$ cat config.mk
export PLATFORM = sky130hd
export DESIGN_NAME = sub4_serial
export DESIGN_NICKNAME = d
export VERILOG_FILES = /design/src/rtl/sub4_serial.sv
export SDC_FILE = /design/constraint.sdc
export NUM_CORES = 1
export LEC_CHECK = 0
export CORE_MARGIN = 5
export CORE_UTILIZATION = 41
export DETAILED_ROUTE_END_ITERATION = 10
export PLACE_DENSITY = 0.68
export SYNTH_ARGS = -nofsm -noshare
export SYNTH_HDL_FRONTEND = slang
export SYNTH_SLANG_ARGS = --single-unit
$ cat constraint.sdc
create_clock -name clk -period 1.2 [get_ports clk]
set_clock_uncertainty 0.2 [all_clocks]
set_input_delay 0.24 -clock clk [delete_from_list [all_inputs] [get_ports clk]]
set_output_delay 0.24 -clock clk [all_outputs]
set_load 0.05 [all_outputs]
$ cat src/rtl/sub4_serial.sv
// Bit-serial WIDTH-bit subtractor: one result bit per cycle, LSB first, IDLE/RUN/DONE handshake.
// Optional zero/overflow flags when SUB4_SERIAL_FLAGS_EN is defined.
module sub4_serial #(
    parameter int unsigned WIDTH = 4
) (
    input  logic             clk,
    input  logic             rst_n,
    input  logic             start,
    input  logic [WIDTH-1:0] a,
    input  logic [WIDTH-1:0] b,
    output logic             busy,
    output logic             done,
    output logic [WIDTH-1:0] diff,
    output logic             borrow_out
`ifdef SUB4_SERIAL_FLAGS_EN
    ,
    output logic             zero,
    output logic             overflow
`endif
);

    localparam int unsigned CW = (WIDTH > 1) ? $clog2(WIDTH) : 1;

    typedef enum logic [1:0] {
        StIdle,
        StRun,
        StDone
    } state_e;

    state_e           state_q, state_d;
    logic [WIDTH-1:0] a_q, b_q, res_q;
    logic             bor_q;
    logic [CW-1:0]    cnt_q;

    logic accept;
    logic last_bit;
    logic d_bit;
    logic bor_next;

    always_comb begin
        accept   = (state_q != StRun) && start;
        last_bit = (cnt_q == CW'(WIDTH - 1));
        d_bit    = a_q[0] ^ b_q[0] ^ bor_q;
        bor_next = (~a_q[0] & b_q[0]) | (~(a_q[0] ^ b_q[0]) & bor_q);
    end

    always_comb begin
        state_d = state_q;
        unique case (state_q)
            StIdle:  if (start) state_d = StRun;
            StRun:   if (last_bit) state_d = StDone;
            StDone:  state_d = start ? StRun : StIdle;
            default: state_d = StIdle;
        endcase
    end

    always_ff @(posedge clk) begin
        if (!rst_n) begin
            state_q <= StIdle;
        end else begin
            state_q <= state_d;
        end
    end

    // Result register is not cleared on accept; it is only meaningful from done onward.
    always_ff @(posedge clk) begin
        if (!rst_n) begin
            a_q   <= '0;
            b_q   <= '0;
            res_q <= '0;
            bor_q <= 1'b0;
            cnt_q <= '0;
        end else if (accept) begin
            a_q   <= a;
            b_q   <= b;
            bor_q <= 1'b0;
            cnt_q <= '0;
        end else if (state_q == StRun) begin
            a_q   <= a_q >> 1;
            b_q   <= b_q >> 1;
            res_q <= {d_bit, res_q[WIDTH-1:1]};
            bor_q <= bor_next;
            cnt_q <= cnt_q + CW'(1);
        end
    end

    assign busy       = (state_q == StRun);
    assign done       = (state_q == StDone);
    assign diff       = res_q;
    assign borrow_out = bor_q;

`ifdef SUB4_SERIAL_FLAGS_EN
    logic a_msb_q, b_msb_q;
    logic zero_q, ovf_q;

    // Flags latch on the final RUN cycle, where d_bit is the result sign bit.
    always_ff @(posedge clk) begin
        if (!rst_n) begin
            a_msb_q <= 1'b0;
            b_msb_q <= 1'b0;
            zero_q  <= 1'b0;
            ovf_q   <= 1'b0;
        end else if (accept) begin
            a_msb_q <= a[WIDTH-1];
            b_msb_q <= b[WIDTH-1];
        end else if (state_q == StRun && last_bit) begin
            zero_q <= ({d_bit, res_q[WIDTH-1:1]} == '0);
            ovf_q  <= (a_msb_q ^ b_msb_q) & (d_bit ^ a_msb_q);
        end
    end

    assign zero     = zero_q;
    assign overflow = ovf_q;
`endif

endmodule

Yosys cells after proc, flatten, opt, wreduce, memory -nomap -nowiden

Cells that the tools add are included.

Bits in registers: 17
Input bits: 11
Output and inout bits: 7
Logic and storage cells: 36

$add $sub $neg: 1
Equality and inequality tests: 6
Mux-type cells: 8
Bitwise gates (word level): 9
Reduce and logical (&&, ||, !) cells: 6

Operators by type and width:

| kind                                                | number |
|---|---|
| two-way mux 4 bit                                   | 4 |
| one-hot mux 2 bit (3 select lines)                  | 1 |
| equality test 2 bit, second input constant          | 2 |
| two-way mux 2 bit                                   | 2 |
| != test 2 x 1 -> 1 bit, second input constant       | 2 |
| inverter 1 bit                                      | 4 |
| AND reduction 2 bit                                 | 2 |
| adder 2 x 1 -> 2 bit, second input constant         | 1 |
| bitwise AND 1 bit                                   | 2 |
| equality test 2 x 1 -> 1 bit, second input constant | 1 |
| zero test 2 bit                                     | 1 |
| != test 2 bit, second input constant                | 1 |
| nonzero test 2 bit                                  | 1 |
| OR reduction 2 bit                                  | 1 |
| bitwise XOR 1 bit                                   | 2 |
| logical AND 1 bit                                   | 1 |
| two-way mux 1 bit                                   | 1 |
| OR 1 bit                                            | 1 |

Longest topological paths before layout

Word-level depth: 4
Gate-level depth with buffers: 6
Mapped depth without buffers: 4

Worst setup path after synthesis

Ideal clock, no wire load.

Path type: flip-flop to flip-flop
Start point: register bor_q, in the netlist borrow_out
End point: register res_q[3], in the netlist diff[3]
Library setup time: 0.076 ns
Arrival time: 1.378 ns
Data required time: 0.924 ns
Slack: -0.454 ns
Stages on the path, launching flop included: 5
Path buffers: 0
Clock period less this slack: 1.654 ns
Cell sequence: dfxtp_1 inv_1 fa_1 nand2_1 a21boi_0

Cells in the longest elaborated chain, start to end: 1

Ends and longest elaborated chain:

| what                   | line | text |
|---|---|---|
| start, declared        | 32   | `logic bor_q;` |
| start signal, assigned | 82   | `bor_q <= bor_next;` |
| bitwise XOR 1 bit      | 43   | `d_bit = a_q[0] ^ b_q[0] ^ bor_q;` |
| via d_bit              | 37   | `logic d_bit;` |
| end signal, assigned   | 81   | `res_q <= {d_bit, res_q[WIDTH-1:1]};` |
| end, declared          | 31   | `logic [WIDTH-1:0] a_q, b_q, res_q;` |

The timed path passes the listed nets, and every way through them passes these cells.
A chain may end at the register's enable or synchronous reset.

Worst setup path after layout

Start point: register state_q[0]
End point: output port done

Cells in the longest elaborated chain, start to end: 1

Ends and longest elaborated chain:

| what                   | line | text |
|---|---|---|
| start, declared        | 30   | `state_e state_q, state_d;` |
| start signal, assigned | 59   | `state_q <= StIdle;` |
| start signal, assigned | 61   | `state_q <= state_d;` |
| equality test 2 bit    | 88   | `assign done = (state_q == StDone);` |
| end, declared          | 12   | `output logic done,` |

No other way between the ends.

==> summary.md <==
| Metric | Value |
|---|---|
| Fin. Hold Viols | 0 |
| Final ANT Viol Nets | 0 |
| Post-route DRC violation count | 0 |
| DR iter-0 viols | 12 |
| Site row count | 15 |
| RSZ-0062 raised after global routing | true |
| Initial core utilization | 0.425 |
| Cell count after synthesis | 83 |
| Tcrit/Tclk final | 1.21 |
| Worst Setup End Kind | output pin |
| CP delay by family, top | flip-flops |
| Largest net degree at the start of global routing | 17 |
| Leak | 0.527 nW |
| Status | finished, violations left |
| IO Port Bufs | 17 |
| Max-slew violations | 0 |
| Max-Cap Viols | 0 |
| Hold/Removal Path Class | input pin to flop |
| Clk_lat worst skew | 0.29 ns |
| Combinational group share of total power | 0.265 |
| Hold Buf Count CTS | 0 |
| Placed cells | 131 |
| Via count | 694 |
| Total internal power | 0.905 mW |
| Slowest cell on crit path | dfxtp_2 |
| Worst slew pin tran | 0.219 ns |
| Setup ws final | -0.257 ns |
| Worst Path Buf+Inv | 2 |
| GPL Wtd Cong | 0.673 |
| Slowest cell delay on critical path | 0.35 ns |
| Die area | 0.00271 mm2 |
| Tmin final | 1.46 ns |
| HPWL Detailed | 1070 um |
| Switching part of the total | 0.290 |
| WP data arrival | 1.02 ns |
| Endpoints failing setup | 17 |
| Total wire length | 1860 um |
| Yosys reg bits | 17 |
| Final cell count without fillers | 144 |
| Synthesis Warnings | 0 |
| Grt ovf | 0 |
| Flop pwr share | 0.493 |
| Antenna diodes | 0 |
| Cell area after synthesis | 726 um2 |
| Unique masters post-synth | 26 |
| Post-DR vias/cell | 4.82 |
| Clock power share | 0.242 |
| Total power | 1.27 mW |
| Failing checks | negative setup slack |
| Layout area overhead | 74.8% |
| Die Wd | 52.1 um |
| Die Y | 52.1 um |
| Post-DP Area | 0.00104 mm2 |
| Net switching power | 0.370 mW |
| Vias in the first global route | 598 |
| Cell area after layout | 0.00127 mm2 |
| Clock transition at path regs | 0.10 ns |
| Core area | 0.00171 mm2 |
| Number of H-tree levels | 1 |
| Syn_area_per_cell | 8.74 um2 |
| Num CTS Buffers | 3 |
| Nets@finish | 133 |
| Layout cells sized above 1 | 0.487 |
| Startpoint Class | flop |
| WP data required | 0.76 ns |
| Global-route wire length before repair | 2580 um |
| Worst VDD drop | 0.494 mV |
| Avg WL per Cell | 12.9 um |
| CP Cell Sequence | buf_6 -> nor2b_4 -> buf_12 |
| Setup TNS | -1.20 ns |
| All-layer global routing usage | 0.129 |
| Setup Slack @ Placement | -0.317 ns |
| Clock Path Buffers | 2 |
| IO Count | 18 |
| Sink Count | 17 |
| Drt first pass iters | 4 |
| Mapped Nets | 96 |
| CTS tree | built |
| Root Driver | clkbuf_4 |
| Seq/Total Area, Yosys | 0.469 |
| Slew HR | 0.854 |
| Initial antenna violation count | 0 |
| Worst Path Max Fanout | 2 |
| PwrDens | 1000 mW/mm2 |
| Kind of critical path | flop to output pin |
| Fmax | 686 MHz |
[routing by layer]
layer  vias up  part of all wire  global-route usage
met4         0            0.0065              0.0393
met5         -                 0                   0
met2        10              0.54               0.222
met3         2             0.033              0.0344
met1       333              0.42               0.156
li1        349                 -                   -
[metrics by stage]
stage / util / hold slack [ns]
4_1_cts: 0.692 / 0.273
3_5_place_dp: 0.608 / 0.279
6_report: 0.743 / 0.204
3_3_place_gp: 0.608 / 0.272
2_1_floorplan: - / 0.174
5_1_grt: 0.743 / 0.187
[power groups by stage]
stage	sequential, mW	combinational, mW	clock [mW]
2_1_floorplan	0.641	0.126	0
3_3_place_gp	0.628	0.239	0
3_5_place_dp	0.630	0.244	0
4_1_cts	0.620	0.291	0.323
5_1_grt	0.633	0.362	0.349
6_report	0.628	0.337	0.309
[synthesized netlist by cell type (all sizes together)]
cell type	number	area [um2]
mux2i	2	20.0
nor2b	1	6.26
and2	1	6.26
dfxtp	17	340
nand3	1	5.00
nor2	4	15.0
ha	1	12.5
buf	4	43.8
nand2	16	60.1
inv	4	20.0
a21oi	12	60.1
o22ai	1	6.26
clkbuf	1	3.75
and3	2	12.5
nand2b	1	6.26
fa	1	20.0
a21boi	5	37.5
o21ai	6	30.0
nor3	1	5.00
o21a	2	15.0
[logic make-up (layout without fill, tap and decap cells)]
logic type,after synthesis,after routing,synth area share
compound gates,26,26,0.205
fa+ha+maj,2,2,0.0448
buf+inv,9,45,0.0931
flops,17,17,0.469
mux,2,2,0.0276
simple gates,27,27,0.160
[path summary, 6_finish.rpt]
check                           depth (start not counted)                     from  slack [ns]               endpoint
worst max-delay path                                    3  state_q[0]$_SDFFE_PN0P_       -0.26                   done
worst min-delay path                                    4                    start        0.20    a_q[0]$_SDFFE_PN0P_
worst max register to register                          4  borrow_out$_SDFFE_PP0N_       -0.14   diff[3]$_SDFFE_PN0P_
worst min register to register                          2    cnt_q[1]$_SDFFE_PP0N_        0.28  cnt_q[1]$_SDFFE_PP0N_
[sequential cells by signal, summed over array words and instances (netlist names)]
| register | cells |
|---|---|
| a_q | 4 |
| b_q | 4 |
| borrow_out | 1 |
| diff | 4 |
| state_q | 2 |
| cnt_q | 2 |
[area by class of cell]
type,count,area (um2)
Fill cell,108,439
Tap cell,25,31.3
Timing Repair Buffer,37,440
Clock inverter,1,5.00
Multi-Input combinational cell,57,394
Sequential cell,17,355
Inverter,4,20.0
Clock buffer,3,22.5
[cells in the final DEF, fill, tap and decap left out]
cell type	count
buf_8	2
dfxtp_2	6
nor2b_4	1
and3_1	2
ha_1	1
a21oi_2	3
inv_6	1
dfxtp_4	2
buf_4	13
dlymetal6s2s_1	1
buf_6	4
clkinv_2	1
and2_1	1
nand2_2	2
nand3_1	1
buf_12	7
clkdlybuf4s50_1	9
mux2i_1	2
o21a_1	2
nand2_1	14
a21boi_1	5
o22ai_1	1
o21ai_4	2
clkbuf_16	1
a21oi_1	9
nor3_2	1
o21ai_2	4
fa_2	1
dfxtp_1	9
nor2_1	4
nand2b_4	1
clkbuf_4	3
inv_2	3
[tightest hold or removal path, cell delays in order]
cell	delay, ns
dlymetal6s2s_1	0.16
buf_4	0.16
nand2_1	0.05
a21oi_1	0.05
[repair_timing]
| item | CTS | global route |
|---|---|---|
| buffers inserted | 8 | 1 |
| pin swaps | 3 | 3 |
| hold endpoints to repair | 0 | 0 |
| resized for setup | 27 | 19 |
| gates cloned | 0 | 1 |
| endpoints found under the setup margin | 23 | 23 |
No activity file was read; power rests on OpenSTA's default activity.
